$ cat src/rtl/logic_gates_seq.sv
// Clocked six-gate logic demo: synchronised switch operands, debounced op stepping,
// registered result/LED outputs and a one-cycle strobe whenever the result changes.
module logic_gates_seq #(
    parameter int WIDTH           = 1,
    parameter int SYNC_STAGES     = 2,
    parameter int DEBOUNCE_CYCLES = 120000
) (
    input  logic             clk,
    input  logic             rst_n,
    input  logic [WIDTH-1:0] x0,
    input  logic [WIDTH-1:0] x1,
    input  logic             btn_next,
    output logic [2:0]       op,
    output logic [WIDTH-1:0] result,
    output logic [5:0]       leds,
    output logic             changed,
    output logic [1:0]       dbg_state
);
    localparam int CW = $clog2(DEBOUNCE_CYCLES + 1);
    localparam logic [CW-1:0] CNT_LAST = CW'(DEBOUNCE_CYCLES - 1);

    typedef enum logic [1:0] {
        IDLE        = 2'd0,
        CHK_PRESS   = 2'd1,
        HELD        = 2'd2,
        CHK_RELEASE = 2'd3
    } state_t;

    logic [SYNC_STAGES-1:0][WIDTH-1:0] r_x0_sync;
    logic [SYNC_STAGES-1:0][WIDTH-1:0] r_x1_sync;
    logic [SYNC_STAGES-1:0]            r_btn_sync;

    state_t          r_state;
    state_t          w_state_nxt;
    logic [CW-1:0]   r_cnt;
    logic [CW-1:0]   w_cnt_nxt;
    logic            w_step;
    logic            r_step;
    logic [2:0]      r_op;
    logic [WIDTH-1:0] r_result;
    logic [5:0]      r_leds;
    logic            r_changed;

    logic [WIDTH-1:0] w_x0;
    logic [WIDTH-1:0] w_x1;
    logic             w_btn;
    logic [WIDTH-1:0] w_result;
    logic [5:0]       w_leds;

    // Each bit gets its own flop chain; no multi-bit coherence is attempted.
    always_ff @(posedge clk or negedge rst_n) begin
        if (!rst_n) begin
            r_x0_sync  <= '0;
            r_x1_sync  <= '0;
            r_btn_sync <= '0;
        end else begin
            r_x0_sync  <= {r_x0_sync[SYNC_STAGES-2:0], x0};
            r_x1_sync  <= {r_x1_sync[SYNC_STAGES-2:0], x1};
            r_btn_sync <= {r_btn_sync[SYNC_STAGES-2:0], btn_next};
        end
    end

    assign w_x0  = r_x0_sync[SYNC_STAGES-1];
    assign w_x1  = r_x1_sync[SYNC_STAGES-1];
    assign w_btn = r_btn_sync[SYNC_STAGES-1];

    always_ff @(posedge clk or negedge rst_n) begin
        if (!rst_n) begin
            r_state <= IDLE;
            r_cnt   <= '0;
            r_step  <= 1'b0;
        end else begin
            r_state <= w_state_nxt;
            r_cnt   <= w_cnt_nxt;
            r_step  <= w_step;
        end
    end

    // A press is accepted once; the release must also be stable before re-arming.
    always_comb begin
        w_state_nxt = r_state;
        w_cnt_nxt   = r_cnt;
        w_step      = 1'b0;
        case (r_state)
            IDLE: begin
                if (w_btn) begin
                    w_cnt_nxt   = '0;
                    w_state_nxt = CHK_PRESS;
                end
            end
            CHK_PRESS: begin
                if (!w_btn) begin
                    w_state_nxt = IDLE;
                end else if (r_cnt == CNT_LAST) begin
                    w_state_nxt = HELD;
                    w_step      = 1'b1;
                end else begin
                    w_cnt_nxt = r_cnt + CW'(1);
                end
            end
            HELD: begin
                if (!w_btn) begin
                    w_cnt_nxt   = '0;
                    w_state_nxt = CHK_RELEASE;
                end
            end
            CHK_RELEASE: begin
                if (w_btn) begin
                    w_state_nxt = HELD;
                end else if (r_cnt == CNT_LAST) begin
                    w_state_nxt = IDLE;
                end else begin
                    w_cnt_nxt = r_cnt + CW'(1);
                end
            end
            default: w_state_nxt = IDLE;
        endcase
    end

    always_comb begin
        w_result = '0;
        case (r_op)
            3'd0:    w_result = w_x0 & w_x1;
            3'd1:    w_result = w_x0 | w_x1;
            3'd2:    w_result = ~(w_x0 & w_x1);
            3'd3:    w_result = ~(w_x0 | w_x1);
            3'd4:    w_result = w_x0 ^ w_x1;
            3'd5:    w_result = ~(w_x0 ^ w_x1);
            default: w_result = '0;
        endcase
    end

    assign w_leds = {~(w_x0[0] ^ w_x1[0]), w_x0[0] ^ w_x1[0], ~(w_x0[0] | w_x1[0]),
                     ~(w_x0[0] & w_x1[0]), w_x0[0] | w_x1[0], w_x0[0] & w_x1[0]};

    always_ff @(posedge clk or negedge rst_n) begin
        if (!rst_n) begin
            r_op      <= 3'd0;
            r_result  <= '0;
            r_leds    <= '0;
            r_changed <= 1'b0;
        end else begin
            if (r_step) begin
                r_op <= (r_op == 3'd5) ? 3'd0 : r_op + 3'd1;
            end
            r_result  <= w_result;
            r_leds    <= w_leds;
            r_changed <= (w_result != r_result);
        end
    end

    assign op        = r_op;
    assign result    = r_result;
    assign leds      = r_leds;
    assign changed   = r_changed;
    assign dbg_state = r_state;
endmodule

$ cat config.mk
export PLATFORM = sky130hd
export DESIGN_NAME = logic_gates_seq
export DESIGN_NICKNAME = d
export VERILOG_FILES = /design/src/rtl/logic_gates_seq.sv
export SDC_FILE = /design/constraint.sdc
export NUM_CORES = 1
export LEC_CHECK = 0
export CAP_MARGIN = 20
export CELL_PAD_IN_SITES_DETAIL_PLACEMENT = 2
export CELL_PAD_IN_SITES_GLOBAL_PLACEMENT = 2
export CORE_MARGIN = 4
export CORE_UTILIZATION = 38
export CTS_BUF_LIST = sky130_fd_sc_hd__clkbuf_8
export DETAILED_ROUTE_END_ITERATION = 10
export HOLD_SLACK_MARGIN = 0.12
export PLACE_DENSITY_LB_ADDON = 0.1
export SLEW_MARGIN = 40
export SYNTH_ARGS = -nofsm -noshare
export SYNTH_HDL_FRONTEND = slang
export SYNTH_SLANG_ARGS = --single-unit
$ cat constraint.sdc
create_clock -name clk -period 2.1 [get_ports clk]
set_input_delay 0.42 -clock clk [delete_from_list [all_inputs] [get_ports clk]]
set_output_delay 0.42 -clock clk [all_outputs]
set_load 0.005 [all_outputs]
== Word-level counts from Yosys, hierarchy flattened ==
Index checks and enable logic that the tools add are counted.

* Memory bits (read-only): 0
* Bits in writable memories: 0
* Memories kept: 0
* Register bits: 37
* Latch bits: 0
* Output and inout bits: 13
* Input port bits: 5

* Magnitude comparators: 0
* Shifts and indexed selects: 0
* Eq/ne operators: 16
* Mux-type cells: 18
* Add/sub/neg operators: 2
* Bitwise logic cells: 6
* Divide/modulo/power cells: 0
* $mul: 0
* Reductions and logical operators: 4

{| class="wikitable"
|+ Operators by type and width
! operator !! count
|-
| $mux 17 || 5
|-
| $pmux 17 s4 || 1
|-
| $add 17x1->17 const B || 1
|-
| $eq 17x17->1 const B || 1
|-
| $mux 2 || 6
|-
| $ne 2x2->1 const B || 4
|-
| $pmux 2 s4 || 1
|-
| $reduce_and 4->1 || 2
|-
| $eq 3x2->1 const B || 2
|-
| $eq 3x3->1 const B || 2
|-
| $ne 3x3->1 const B || 2
|-
| $pmux 1 s6 || 1
|-
| $eq 2x2->1 const B || 2
|-
| $add 3x1->3 const B || 1
|-
| $eq 3x1->1 const B || 1
|-
| $logic_not 3->1 || 1
|-
| $mux 1 || 3
|-
| $mux 3 || 1
|-
| $not 1->1 || 3
|-
| $eq 2x1->1 const B || 1
|-
| $logic_not 2->1 || 1
|-
| $and 1x1->1 || 1
|-
| $ne 1x1->1 || 1
|-
| $or 1x1->1 || 1
|-
| $xor 1x1->1 || 1
|}

== Logic depth before layout (Yosys ltp) ==
Gate-level depths: netlist (run 1).

* Word-level depth: 4
* Mapped depth: 6

== Least setup slack after synthesis (run 1) ==
No wires, ideal clock.

* Path type: register to register
* From: reg r_cnt[9]
* To: reg r_cnt[0]
* Slack: 381 ps
* Clock period less this slack: 1,719 ps
* Library setup time: 121 ps
* Arrival time: 1,598 ps
* Cell stages (with the launch flop): 6
* Cells stage by stage: dfrtp_1 buf_2 nor4b_1 and3_1 mux2_2 a22o_1

* Longest elaborated chain between the ends: 4

{| class="wikitable"
|+ RTL lines
! what !! line !! source
|-
| start: declaration || 35 || <nowiki>logic [CW-1:0] r_cnt;</nowiki>
|-
| start signal: assignment || 74 || <nowiki>r_cnt <= w_cnt_nxt;</nowiki>
|-
| $eq 17x17->1 * || 94, 110 ||
|-
| $mux 17 * || n/a ||
|-
| $mux 17 (on tied branches) || n/a ||
|-
| $pmux 17 s4 * || n/a ||
|}

Every way passes the cells marked *; elsewhere a longest branch is shown, timed or not. The select of a mux whose other input is x is not followed.
A chain may end at the register's enable or synchronous reset.

== Final worst setup path (run 1) ==
* From: reg r_cnt[0]
* To: reg r_cnt[0]

* Longest elaborated chain between the ends: 4

{| class="wikitable"
|+ RTL lines
! what !! line !! source
|-
| $add 17x1->17 or $eq 17x17->1 (tied branches) || n/a ||
|-
| $mux 17 * || 94, 110 ||
|-
| $mux 17 (on tied branches) || 108, 92 ||
|-
| $pmux 17 s4 * || 84 || <nowiki>case (r_state)</nowiki>
|}

Marked as above.

==> results of run 1 <==
==> report_power, final <==
part           leakage [nW]  switching, mW  internal, mW  total, mW
clock                0.0543          0.276         0.355      0.632
combinational         0.352         0.0558        0.0483      0.104
sequential            0.482         0.0221         0.736      0.759
==> flip-flops by register name, summed over array words and instances (netlist names), named ones only <==
signal	count
r_x0_sync	1
r_x1_sync	1
dbg_state	1
changed	1
result	1
leds	6
r_btn_sync	2
w_x0	1
w_x1	1
r_cnt	17
r_step	1
op	3
==> logic make-up after synthesis <==
logic type,after synthesis
AO/OA/AOI/OAI,36
XOR/XNOR,8
adder cells (fa/ha/maj),4
buffers and inverters,13
flip-flops,37
multiplexers,4
AND/OR/NAND/NOR,56
==> worst paths after layout <==
check | startpoint | end | depth (start not counted)
hold reg to reg | r_x1_sync[0]$_DFF_PN0_ | w_x1$_DFF_PN0_ | 0
min in group asynchronous | rst_n | op[2]$_DFFE_PN0P_ | 2
setup / recovery | r_cnt[0]$_DFFE_PN0P_ | r_cnt[0]$_DFFE_PN0P_ | 6
setup reg to reg | r_cnt[0]$_DFFE_PN0P_ | r_cnt[0]$_DFFE_PN0P_ | 6
hold / removal | r_x1_sync[0]$_DFF_PN0_ | w_x1$_DFF_PN0_ | 0
max in group asynchronous | rst_n | r_cnt[16]$_DFFE_PN0P_ | 2
==> layout by cell type (no fill, tap or decap), drive strengths merged, types with 6 or more instances in the layout <==
| master | netlist | final |
|---|---|---|
| a21oi | 7 | 7 |
| a22o | 7 | 7 |
| clkdlybuf4s50 | 0 | 17 |
| dfrtp | 37 | 37 |
| inv | 7 | 7 |
| nand2 | 13 | 13 |
| nand3 | 10 | 10 |
| nor2 | 11 | 11 |
| nor3 | 6 | 6 |
| o21ai | 8 | 8 |
| xor2 | 7 | 7 |
==> cell type report <==
cell class	instances	area (sq um)	area share, %
Clock buffer	5	68.8	3.41
Clock inverter	3	46.3	2.29
Sequential cell	37	926	45.8
Timing Repair Buffer	21	200	9.91
Inverter	7	26.3	1.30
Multi-Input combinational cell	108	691	34.2
Tap cell	50	62.6	3.10
==> through the flow <==
stage	area (sq um)	instances	utilization, %	hold WS (ns)	setup WS (ns)
after floorplan	1670	158	-	0.124	0.381
after global placement	1910	223	46.3	0.332	0.221
after detailed placement	1910	223	46.3	0.337	0.182
after CTS	2020	231	49.1	0.356	0.151
after global routing	2020	231	49.1	0.362	0.000546
final	2020	231	49.1	0.353	0.145
==> per-layer routing <==
metal,up-vias,global-route usage (%)
met4,0,6.52
li1,616,-
met3,10,3.65
met1,699,25.6
met2,37,34.1
met5,-,0
==> metrics.yaml, run 1 <==
status:
  status: "complete, no violations"
worst_setup_path:
  r2r_setup_slack_ns: 0.15
  slowest_delay_ns: 0.43
  cp.required_ns: 2.29
  end_kind: "register"
  critPathLaunchType: "register"
  crit_slowest_cell: "dfrtp_1"
  critPathArrivalTime_ns: 2.14
  crit_family: "simple AND/OR/NAND/NOR gates"
  cp_cell_sequence: "ha_1 > nand2_1 > nor2_1 > and3_1 > mux2_2 > a22o_1"
  path_buf_inv: 0
  critPathKind: "reg -> reg"
  crit_fanout: 6
yosys:
  synth_fa_ha_area_share_pct: 2.99
  ys_ff_latch: 37
  synth-compound-area-share_pct: 14.7
  synth_xor_area_share_pct: 4.19
  syn-num-nets: 167
  synth_top_family_by_area: "simple AND/OR/NAND/NOR gates"
  async_reset_ff_share_pct: 100
  synth.top_cell.area_share_pct: 55.4
  syn_avg_cell_area_sq_um: 10.6
  synth_cells: 158
  yosysMostFrequentCell: "dfrtp_1"
  synth_common_cells: "37 x dfrtp_1, 13 x nand2_1, 11 x nor2_1"
  ys.flop_type: "dfrtp_1"
  synth.yosys.warnings: 0
  muxShareOfSynthArea_pct: 2.69
  synth-edff-count: 0
  syn_area_sq_um: 1670
  yosysUniqueCellTypes: 37
  synthSimpleGateAreaFrac_pct: 16.7
  yosysTopAreaCell: "dfrtp_1"
  synth_area_leaders: "dfrtp_1 55%, a22o_1 3.7%, xor2_1 3.7%"
  seq_area_frac_synth_pct: 55.4
drt:
  met1_length_um: 2040
  vias: 1362
  wl_met2_um: 2420
  wl_um: 4690
  drc: 0
  highest-signal-layer: "met4"
  wl_met3_um: 157
  viasPerCell: 5.90
  drt_first_pass_iters: 4
  wl_per_cell_um: 20.3
  drtIter0Drc: 91
  antenna_left: 0
clock_tree:
  cts_tree: "built"
  cts_buffers: 5
  root_buffer: "clkbuf_8"
  holdBufCountCts: 0
  cts-resized-gates: 0
  post_cts_buffers: 0
  cts_htree_levels: 2
  clockBufferDepth: 2
  clock_latency_ns: 0.29
  clock-sinks: 37
  clk_pin_slew_ns: 0.08
hold_path:
  min_path_type: "reg -> reg"
grt:
  grt_antenna_before_repair: 0
  grt_pass1_vias: 1542
  track_usage_pct: 19.9
  overflow: 0
  grt_max_degree: 38
  grt_pass1_wl_um: 8080
place:
  hpwlAfterDp_um: 3280
  place.gp.congestion: 0.802
  port_buffers: 17
timing:
  tightest_slew_ns: 0.539
  final.period_utilization_pct: 93.1
  skew_ns: 0.00229
  maxSlewHeadroom_pct: 63.9
  finalSetupViolations: 0
  min_period_ns: 1.95
  tns_ns: 0
  drv_slew: 0
  hold_viol_final: 0
  rsz0062_at_grt: "no"
  timing.fmax_mhz: 512
final_layout:
  diodes: 0
  n_fill_cell: 439
  syn_to_final_growth_pct: 20.9
  layout-drive-gt1-share_pct: 9.39
  final_nets: 189
floorplanning:
  rows: 23
  core_sq_um: 4120
  io_pins: 18
  die_width_um: 74.3
  dieHeight_um: 74.3
  die_area_sq_um: 5520
  start_util_pct: 40.6
power:
  total_power_mw: 1.49
  vdd_ir_drop_max_mv: 0.393
  p_leak_nw: 0.888
  cellPowerDensity_nw_per_um2: 739
job:
  maxCapViolations: 0
(Power assumes the default switching activity.)
==> inputs of run 2 (changes only) <==
--- a/config.mk
+++ b/config.mk
@@ -14,6 +14,7 @@
 export DETAILED_ROUTE_END_ITERATION = 10
 export HOLD_SLACK_MARGIN = 0.12
 export PLACE_DENSITY_LB_ADDON = 0.1
+export SETUP_SLACK_MARGIN = 0.3
 export SLEW_MARGIN = 40
 export SYNTH_ARGS = -nofsm -noshare
 export SYNTH_HDL_FRONTEND = slang
==> run 2 against run 1 <==
Sequential cell count unchanged. Critical path depth unchanged. Sequential power about the same. Critical endpoint is now r_cnt[13]$_DFFE_PN0P_. Highest routed layer unchanged. Count of clock-buffer cells in the layout unchanged. Fmax increased by 8.1%. Routed wire length increased by 13%. Sequential share of layout area decreased by 2.8 points. First-iteration DRC count increased by 22%. Via count increased by 2.2%. Power increased by 2.2%. Die area unchanged.
==> metrics.yaml, run 2 (same netlist as run 1, synthesis figures left out) <==
power:
  total_power_mw: 1.53  # +2.2%
  cellPowerDensity_nw_per_um2: 703  # -4.9%
  p_leak_nw: 0.911  # +2.6%
  vdd_ir_drop_max_mv: 0.414  # +5.3%
drt:
  wl_um: 5310  # +13%
  drtIter0Drc: 111  # +22%
  antenna_left: 0  # unchanged
  viasPerCell: 5.85  # -0.80%
  vias: 1392  # +2.2%
  wl_per_cell_um: 22.3  # +9.9%
  drc: 0  # unchanged
  drt_first_pass_iters: 4  # unchanged
place:
  hpwlAfterDp_um: 3280  # unchanged
  placed_area_sq_um: 1910  # unchanged
  port_buffers: 17  # unchanged
  place.gp.congestion: 0.802  # unchanged
  preCtsSetupSlack_ns: 0.182  # unchanged
worst_setup_path:
  critPathArrivalTime_ns: 2.05  # -0.09 ns
  critPathKind: "reg -> reg"
  crit_fanout: 5  # -1
  cpMostUsedCell: "nand3_1"
  crit_family: "simple AND/OR/NAND/NOR gates"
  critPathLaunchType: "register"
  cp_cell_sequence: "buf_4 > nand3_1 > nor2_2 > nand3_1 > o31ai_2 > a22o_1"
  crit_slowest_cell: "dfrtp_1"
  end_kind: "register"
  cp.required_ns: 2.34  # +0.05 ns
  path_buf_inv: 1  # +1
  slowest_delay_ns: 0.45  # +0.02 ns
clock_tree:
  cts_htree_levels: 2  # unchanged
  clockBufferDepth: 2  # unchanged
  root_buffer: "clkbuf_8"
  clock-sinks: 37  # unchanged
  cts_tree: "built"
  holdBufCountCts: 0  # unchanged
  clock_latency_ns: 0.30  # about the same
  cts_buffers: 5  # unchanged
  clk_pin_slew_ns: 0.08  # about the same
floorplanning:
  die_width_um: 74.3  # unchanged
  start_util_pct: 40.6  # unchanged
  rows: 23  # unchanged
  dieHeight_um: 74.3  # unchanged
  io_pins: 18  # unchanged
  die_area_sq_um: 5520  # unchanged
  core_sq_um: 4120  # unchanged
timing:
  timing.fmax_mhz: 553  # +8.1%
  skew_ns: 0.00567  # +0.00338 ns
  maxSlewHeadroom_pct: 57.5  # -6.4 points
  hold_viol_final: 0  # unchanged
  final.period_utilization_pct: 86.1  # -6.9 points
  drv_slew: 0  # unchanged
  tightest_slew_ns: 0.635  # +0.0953 ns
  min_period_ns: 1.81  # -0.146 ns
  layout_setup_ws_ns: 0.291  # +0.146 ns
  tns_ns: 0  # unchanged
  rsz0062_at_grt: "yes"
  finalSetupViolations: 0  # unchanged
grt:
  grt_pass1_vias: 1576  # +2.2%
  track_usage_pct: 20.2  # +0.31 points
  grt_max_degree: 38  # unchanged
  overflow: 0  # unchanged
  grt_pass1_wl_um: 8200  # +1.5%
  grt_antenna_before_repair: 0  # unchanged
final_layout:
  diodes: 0  # unchanged
  post-route-cell-area_sq_um: 2170  # +7.6%
  fin_util_pct: 52.8  # +3.7 points
  largest_reg_flops: 17  # unchanged
  regMostFlops: "r_cnt"
  layout_common_cells: "30 x dfrtp_1, 17 x clkdlybuf4s50_1, 12 x nand2_1"
  syn_to_final_growth_pct: 30.0
  final_nets: 196  # +3.7%
  layout-drive-gt1-share_pct: 25.0  # +16 points
  final_common_cell: "dfrtp_1"
job:
  maxCapViolations: 0  # unchanged
status:
  status: "complete, no violations"
hold_path:
  min_path_type: "reg -> reg"
-- run 2: cell types whose count changed in the layout (fill, tap and decap cells not counted), moves of 2 or more --
cell / previous run / this run
and3_4: 0 / 3
nor2_1: 11 / 9
dfrtp_1: 37 / 30
dfrtp_2: 0 / 7
and3_1: 4 / 1
nand3_2: 0 / 3
nand3_1: 10 / 7
buf_4: 4 / 11
-- run 2: report_power, final --
| part | switching (mW) | leakage [nW] | total (mW) | internal, mW |
|---|---|---|---|---|
| Combinational | 0.0640 | 0.386 | 0.122 | 0.0585 |
| Clock | 0.288 | 0.0543 | 0.643 | 0.356 |
| Sequential | 0.0253 | 0.471 | 0.762 | 0.737 |
| Total | 0.377 | 0.911 | 1.53 | 1.15 |
-- run 2: through the flow --
| stage | cells | hold WS (ns) |
|---|---|---|
| after CTS | 232 | 0.356 |
| final | 238 | 0.354 |
| after detailed placement | 223 | 0.337 |
| after floorplan | 158 | 0.124 |
| after global routing | 238 | 0.362 |
| after global placement | 223 | 0.332 |
-- run 2: layout make-up --
type	instances	area [sq um]
clock buffer	5	68.8
clock inverter	3	46.3
fill	423	1940
inverter	7	26.3
multi-input combinational	108	782
sequential	37	935
tap	50	62.6
timing repair buffer	28	253
-- run 2: worst paths after layout --
path,from,end,slack (ns),depth (start not counted)
setup / recovery,r_cnt[0]$_DFFE_PN0P_,r_cnt[13]$_DFFE_PN0P_,0.29,6
hold / removal,r_x1_sync[0]$_DFF_PN0_,w_x1$_DFF_PN0_,0.35,0
setup reg to reg,r_cnt[0]$_DFFE_PN0P_,r_cnt[13]$_DFFE_PN0P_,0.29,6
hold reg to reg,r_x1_sync[0]$_DFF_PN0_,w_x1$_DFF_PN0_,0.35,0
max in group asynchronous,rst_n,r_cnt[3]$_DFFE_PN0P_,1.18,2
min in group asynchronous,rst_n,op[2]$_DFFE_PN0P_,0.55,2
-- run 2: timing repair --
item,4_1_cts,5_1_grt
pin swaps,0,4
endpoints found under the setup margin,10,10
buffers inserted,1,6
gates resized for setup,10,17
-- run 2: routing by layer --
metal  vias to the layer above  GRT usage (%)  wire, um
li1                        632              -         -
met1                       729           25.6      2280
met2                        23           35.0      2810
met3                         8           3.65       142
met4                         0           6.52        70
met5                         -              0         0
==> inputs of run 3 (changes only) <==
--- a/config.mk
+++ b/config.mk
@@ -13,7 +13,7 @@
 export CTS_BUF_LIST = sky130_fd_sc_hd__clkbuf_8
 export DETAILED_ROUTE_END_ITERATION = 10
 export HOLD_SLACK_MARGIN = 0.12
-export PLACE_DENSITY_LB_ADDON = 0.1
+export PLACE_DENSITY = 0.92
 export SETUP_SLACK_MARGIN = 0.3
 export SLEW_MARGIN = 40
 export SYNTH_ARGS = -nofsm -noshare
==> run 3 against run 2 <==
Routed wire length up 22%. Largest cell class unchanged. Core utilization up 1.4 points. Sequential cell count unchanged. Via count up 7.5%. Critical endpoint is now r_cnt[15]$_DFFE_PN0P_. Highest routed layer unchanged.
==> metrics.yaml, run 3 (same netlist as run 1, synthesis figures left out) <==
status:
  status: "complete, no violations"
grt:
  grt_max_degree: 38  # unchanged
  grt_pass1_vias: 1513  # -4.0%
  grt_antenna_before_repair: 0  # unchanged
  overflow: 0  # unchanged
  grt_pass1_wl_um: 7970  # -2.8%
  track_usage_pct: 19.6  # -0.63 points
worst_setup_path:
  critPathLaunchType: "register"
  critPathArrivalTime_ns: 2.13  # +0.08 ns
  critPathKind: "reg -> reg"
  cp.required_ns: 2.33  # about the same
  end_kind: "register"
  crit_fanout: 5  # unchanged
drt:
  wl_met2_um: 3310  # +18%
  vias: 1497  # +7.5%
  highest-signal-layer: "met4"
  antenna_left: 0  # unchanged
  wl_um: 6490  # +22%
  viasPerCell: 6.06  # +3.6%
  drtIter0Drc: 60  # -46%
  wl_per_cell_um: 26.3  # +18%
  drt_first_pass_iters: 4  # unchanged
  wl_met3_um: 313  # +120%
  met1_length_um: 2620  # +15%
  drc: 0  # unchanged
power:
  p_leak_nw: 0.953  # +4.6%
  vdd_ir_drop_max_mv: 0.525  # +27%
  total_power_mw: 1.39  # -9.3%
  cellPowerDensity_nw_per_um2: 621  # -12%
job:
  maxCapViolations: 0  # unchanged
timing:
  final.period_utilization_pct: 90.3  # +4.1 points
  drv_slew: 0  # unchanged
  hold_viol_final: 0  # unchanged
  maxSlewHeadroom_pct: 61.4  # +3.8 points
  tns_ns: 0  # unchanged
  min_period_ns: 1.90  # +0.0868 ns
  skew_ns: 0.00997  # +0.00431 ns
  timing.fmax_mhz: 527  # -4.6%
  finalSetupViolations: 0  # unchanged
  rsz0062_at_grt: "no"
  tightest_slew_ns: 0.577  # -0.0575 ns
final_layout:
  syn_to_final_growth_pct: 33.5
  final_common_cell: "dfrtp_1"
  final_nets: 205  # +4.6%
  largest_reg_flops: 17  # unchanged
  n_fill_cell: 404  # -4.5%
  diodes: 0  # unchanged
  fin_util_pct: 54.2  # +1.4 points
  layout-drive-gt1-share_pct: 29.4  # +4.4 points
  regMostFlops: "r_cnt"
  layout_common_cells: "28 x dfrtp_1, 20 x buf_4, 16 x clkdlybuf4s50_1"
clock_tree:
  clockBufferDepth: 2  # unchanged
  root_buffer: "clkbuf_8"
  clock_latency_ns: 0.30  # about the same
  clk_pin_slew_ns: 0.08  # about the same
  cts_tree: "built"
  cts_buffers: 5  # unchanged
  clock-sinks: 37  # unchanged
  cts_htree_levels: 2  # unchanged
floorplanning:
  core_sq_um: 4120  # unchanged
  die_width_um: 74.3  # unchanged
  io_pins: 18  # unchanged
  die_area_sq_um: 5520  # unchanged
  rows: 23  # unchanged
  start_util_pct: 40.6  # unchanged
  dieHeight_um: 74.3  # unchanged
place:
  place.gp.congestion: 0.837  # +4.5%
  port_buffers: 17  # unchanged
  hpwlAfterDp_um: 3420  # +4.0%
hold_path:
  min_path_type: "reg -> reg"
-- run 3: what timing repair did --
item                                   CTS  global route
gates resized for setup                 12            20
endpoints found under the hold margin    0            23
pin swaps                                1             3
hold buffers                             0             1
buffers inserted                         1            15
setup endpoints to repair               11             9
-- run 3: final timing paths --
path	startpoint	to	slack (ns)	cells past startpoint
hold / removal	r_btn_sync[0]$_DFF_PN0_	r_btn_sync[1]$_DFF_PN0_	0.36	0
min in group asynchronous	rst_n	r_cnt[0]$_DFFE_PN0P_	0.63	2
max in group asynchronous	rst_n	r_cnt[7]$_DFFE_PN0P_	1.11	2
hold reg to reg	r_btn_sync[0]$_DFF_PN0_	r_btn_sync[1]$_DFF_PN0_	0.36	0
setup / recovery	r_cnt[3]$_DFFE_PN0P_	r_cnt[15]$_DFFE_PN0P_	0.20	6
setup reg to reg	r_cnt[3]$_DFFE_PN0P_	r_cnt[15]$_DFFE_PN0P_	0.20	6
-- run 3: where the power goes --
group          internal [mW]  total, mW  switching [mW]
clock network          0.225      0.492           0.267
logic                 0.0594      0.131          0.0719
registers              0.737      0.762          0.0247
-- run 3: area by class of cell --
class	instances	area (sq um)	area share, %
Inverter	7	26.3	1.18
Sequential cell	37	937	42.0
Clock inverter	3	13.8	0.617
Clock buffer	5	68.8	3.08
Tap cell	50	62.6	2.80
Multi-Input combinational cell	108	803	36.0
Timing Repair Buffer	37	320	14.3
-- run 3: critical path, cell delays in order (launching register included) --
cell     delay, ns
dfrtp_2       0.42
buf_4         0.16
nand3_2       0.16
nor2_2        0.27
nand3_1       0.26
o31ai_1       0.36
a22o_1        0.19
-- run 3: metrics by stage --
stage	instances	worst slack (ns)	area (sq um)	hold WS, ns
after global placement	222	0.254	1890	0.333
after CTS	231	0.222	2010	0.242
after global routing	247	0.117	2230	0.374
after floorplan	158	0.381	1670	0.124
final	247	0.204	2230	0.365
after detailed placement	222	0.0598	1890	0.343
-- run 3: metal layers --
layer  global-route usage [%]  up-vias
li1                         -      648
met1                     25.0      775
met2                     33.0       54
met3                     4.32       20
met4                     6.72        0
met5                        0        -
==> RTL change, RTL diff (config.mk and constraints of run 1) <==
Put one more register stage on the output `op`, with the module's reset. The value now appears one clock later. The other outputs are not delayed to match.
--- a/src/rtl/logic_gates_seq.sv
+++ b/src/rtl/logic_gates_seq.sv
@@ -150,5 +150,11 @@
     end
 
-    assign op        = r_op;
+    always_ff @(posedge clk or negedge rst_n) begin
+        if (!rst_n) begin
+            op <= '0;
+        end else begin
+            op <= r_op;
+        end
+    end
     assign result    = r_result;
     assign leds      = r_leds;
Function: same outputs for any inputs over 10 cycles, from zero or initial values and one cycle with rst_n low; that may be too few to reach the edited logic, so the function may still have changed.
==> RTL change against run 1 <==
  * Routed wire length fell by 2.2%
  * Synthesized cell count rose by 9.5%
  * Critical endpoint is now r_cnt[14]$_DFFE_PN0P_
  * Largest cell class unchanged
  * Power rose by 2.9%
  * Setup slack improved by 0.014 ns
  * Largest power group unchanged
  * Sequential share of layout area fell by 0.95 points
  * Count of clock-buffer cells in the layout did not move
  * Area after synthesis rose by 9.8%
  * Cell area rose by 10%
  * Sequential cell count rose by 3
==> RTL change: results (changes against run 1) <==
PLACE
----------------------------------------------------------------------------------
Instance area after placement .......................................    2110 um^2   +11%
Place WS ............................................................     0.124 ns   -0.0580 ns
Post-detail-place hpwl ..............................................      3.29 mm   +0.27%
Global placement routability congestion .............................        0.766   -4.5%

CRITICAL PATH
----------------------------------------------------------------------------------
Critical R2R Launch ................................................. r_cnt[1]$_DFFE_PN0P_
Maximum single-stage delay on the critical path .....................      0.49 ns   +0.06 ns
Largest driver fanout on the critical path ..........................           10   +4
Reg-to-Reg End ...................................................... r_cnt[14]$_DFFE_PN0P_
Crit-path slowest cell .............................................. sky130_fd_sc_hd__or4_1

SYNTH
----------------------------------------------------------------------------------
Number of nets in the synthesized netlist ...........................          182   +9.0%
Top post-synthesis cells by count ................................... 40 x sky130_fd_sc_hd__dfrtp_1, 14 x sky130_fd_sc_hd__nand2_1, 12 x sky130_fd_sc_hd__a21oi_1
Top post-synthesis cells by area .................................... sky130_fd_sc_hd__dfrtp_1 55%, sky130_fd_sc_hd__a21oi_1 3.3%, sky130_fd_sc_hd__nand2_1 2.9%
Sequential element share of the synthesized area ....................        0.545   -0.00856
Cell variety after synth ............................................           39   +5.4%

STA
----------------------------------------------------------------------------------
Final worst clock skew ..............................................   0.00481 ns   +0.00251 ns
Slew @ Worst Pin ....................................................     0.586 ns   +0.0468 ns

GLOBAL ROUTE
----------------------------------------------------------------------------------
Total global routing track utilization ..............................        0.171   -0.0285
Vias in the first global route ......................................         1650   +7.0%
Pin count of the biggest net entering global routing ................           41   +7.9%

POWER
----------------------------------------------------------------------------------
Leak ................................................................     0.938 nW   +5.7%
Worst vdd ir ........................................................     0.294 mV   -25%

CLOCK NETWORK
----------------------------------------------------------------------------------
Number of buffers added to fix hold violations after cts ............            1   +1
CTS clk-pin slew, worst paths .......................................      0.08 ns   about the same

HOLD PATH
----------------------------------------------------------------------------------
Type of the tightest min-delay check ................................   reg -> reg
Hold path endpoint .................................................. w_x0$_DFF_PN0_
Start point of the worst hold path .................................. r_x0_sync[0]$_DFF_PN0_

STATUS
----------------------------------------------------------------------------------
Result of the run ................................................... finished clean

CELLS AND AREA
----------------------------------------------------------------------------------
Number of filler instances in the final layout ......................          498   +13%
Share of final-layout standard cells stronger than drive strength 1 .        0.101   +0.00658

ROUTING
----------------------------------------------------------------------------------
Via count ...........................................................         1453   +6.7%
DR iter-0 viols .....................................................           48   -47%

==> RTL change: cell count changes after synthesis, moves of 3 or more <==
| cell | run 1 | this run |
|---|---|---|
| sky130_fd_sc_hd__xor2_1 | 7 | 4 |
| sky130_fd_sc_hd__or3_1 | 1 | 6 |
| sky130_fd_sc_hd__nand3_1 | 10 | 5 |
| sky130_fd_sc_hd__nand3b_1 | 0 | 3 |
| sky130_fd_sc_hd__o31ai_1 | 2 | 5 |
| sky130_fd_sc_hd__a22o_1 | 7 | 0 |
| sky130_fd_sc_hd__and2_1 | 1 | 4 |
| sky130_fd_sc_hd__clkbuf_1 | 3 | 6 |
| sky130_fd_sc_hd__a21oi_1 | 7 | 12 |
| sky130_fd_sc_hd__or4_1 | 1 | 6 |
| sky130_fd_sc_hd__nor2_1 | 11 | 5 |
| sky130_fd_sc_hd__dfrtp_1 | 37 | 40 |
| sky130_fd_sc_hd__mux2_2 | 4 | 1 |
==> RTL change: final cells by class <==
type | instances | share of cell area
multi-input combinational | 117 | 0.350
sequential | 40 | 0.449
clock inverter | 3 | 0.0174
clock buffer | 5 | 0.0308
inverter | 9 | 0.0151
tap | 54 | 0.0303
timing repair buffer | 25 | 0.108
==> RTL change: through the flow <==
step | cells | utilization
after floorplan | 173 | -
after global placement | 244 | 0.449
after detailed placement | 244 | 0.449
after CTS | 253 | 0.474
after global routing | 253 | 0.475
final | 253 | 0.475
==> RTL change: kinds of logic (layout without fill, tap and decap cells) <==
logic type | after synthesis | in the layout | synth area share
AOI/OAI and AO/OA | 35 | 35 | 0.120
DFF | 40 | 40 | 0.545
buffers and inverters | 16 | 42 | 0.0334
and+or+nand+nor | 69 | 69 | 0.229
muxes | 2 | 2 | 0.0116
xor gates and xnor gates | 7 | 7 | 0.0334
adders and majority gates | 4 | 4 | 0.0273
==> RTL change: metal layers <==
metal	track usage	vias to the layer above	share of wire
met1	0.211	736	0.46
met2	0.299	23	0.50
li1	-	686	-
met3	0.0290	8	0.024
met5	0	-	0
met4	0.0605	0	0.015
==> RTL change: worst max-delay path by stage <==
stage	end	slack [ns]	cells past startpoint
after floorplan	r_cnt[10]$_DFFE_PN0P_	0.32	6
after global placement	r_cnt[12]$_DFFE_PN0P_	0.22	5
after detailed placement	r_cnt[8]$_DFFE_PN0P_	0.12	5
after CTS	r_cnt[14]$_DFFE_PN0P_	0.09	5
after global routing	r_cnt[14]$_DFFE_PN0P_	0.07	4
final	r_cnt[14]$_DFFE_PN0P_	0.16	5
==> RTL change: power breakdown <==
part,switching (mW),internal [mW]
clock,0.265,0.348
combinational,0.0547,0.0526
sequential,0.0203,0.797
==> RTL change: worst max-delay path: cells and delay by family, from the launching register on <==
family                     cells  cell delay (ns)
and+or+nand+nor                3             1.05
DFF                            1             0.40
adders and majority gates      1             0.23
AOI/OAI and AO/OA              1             0.18
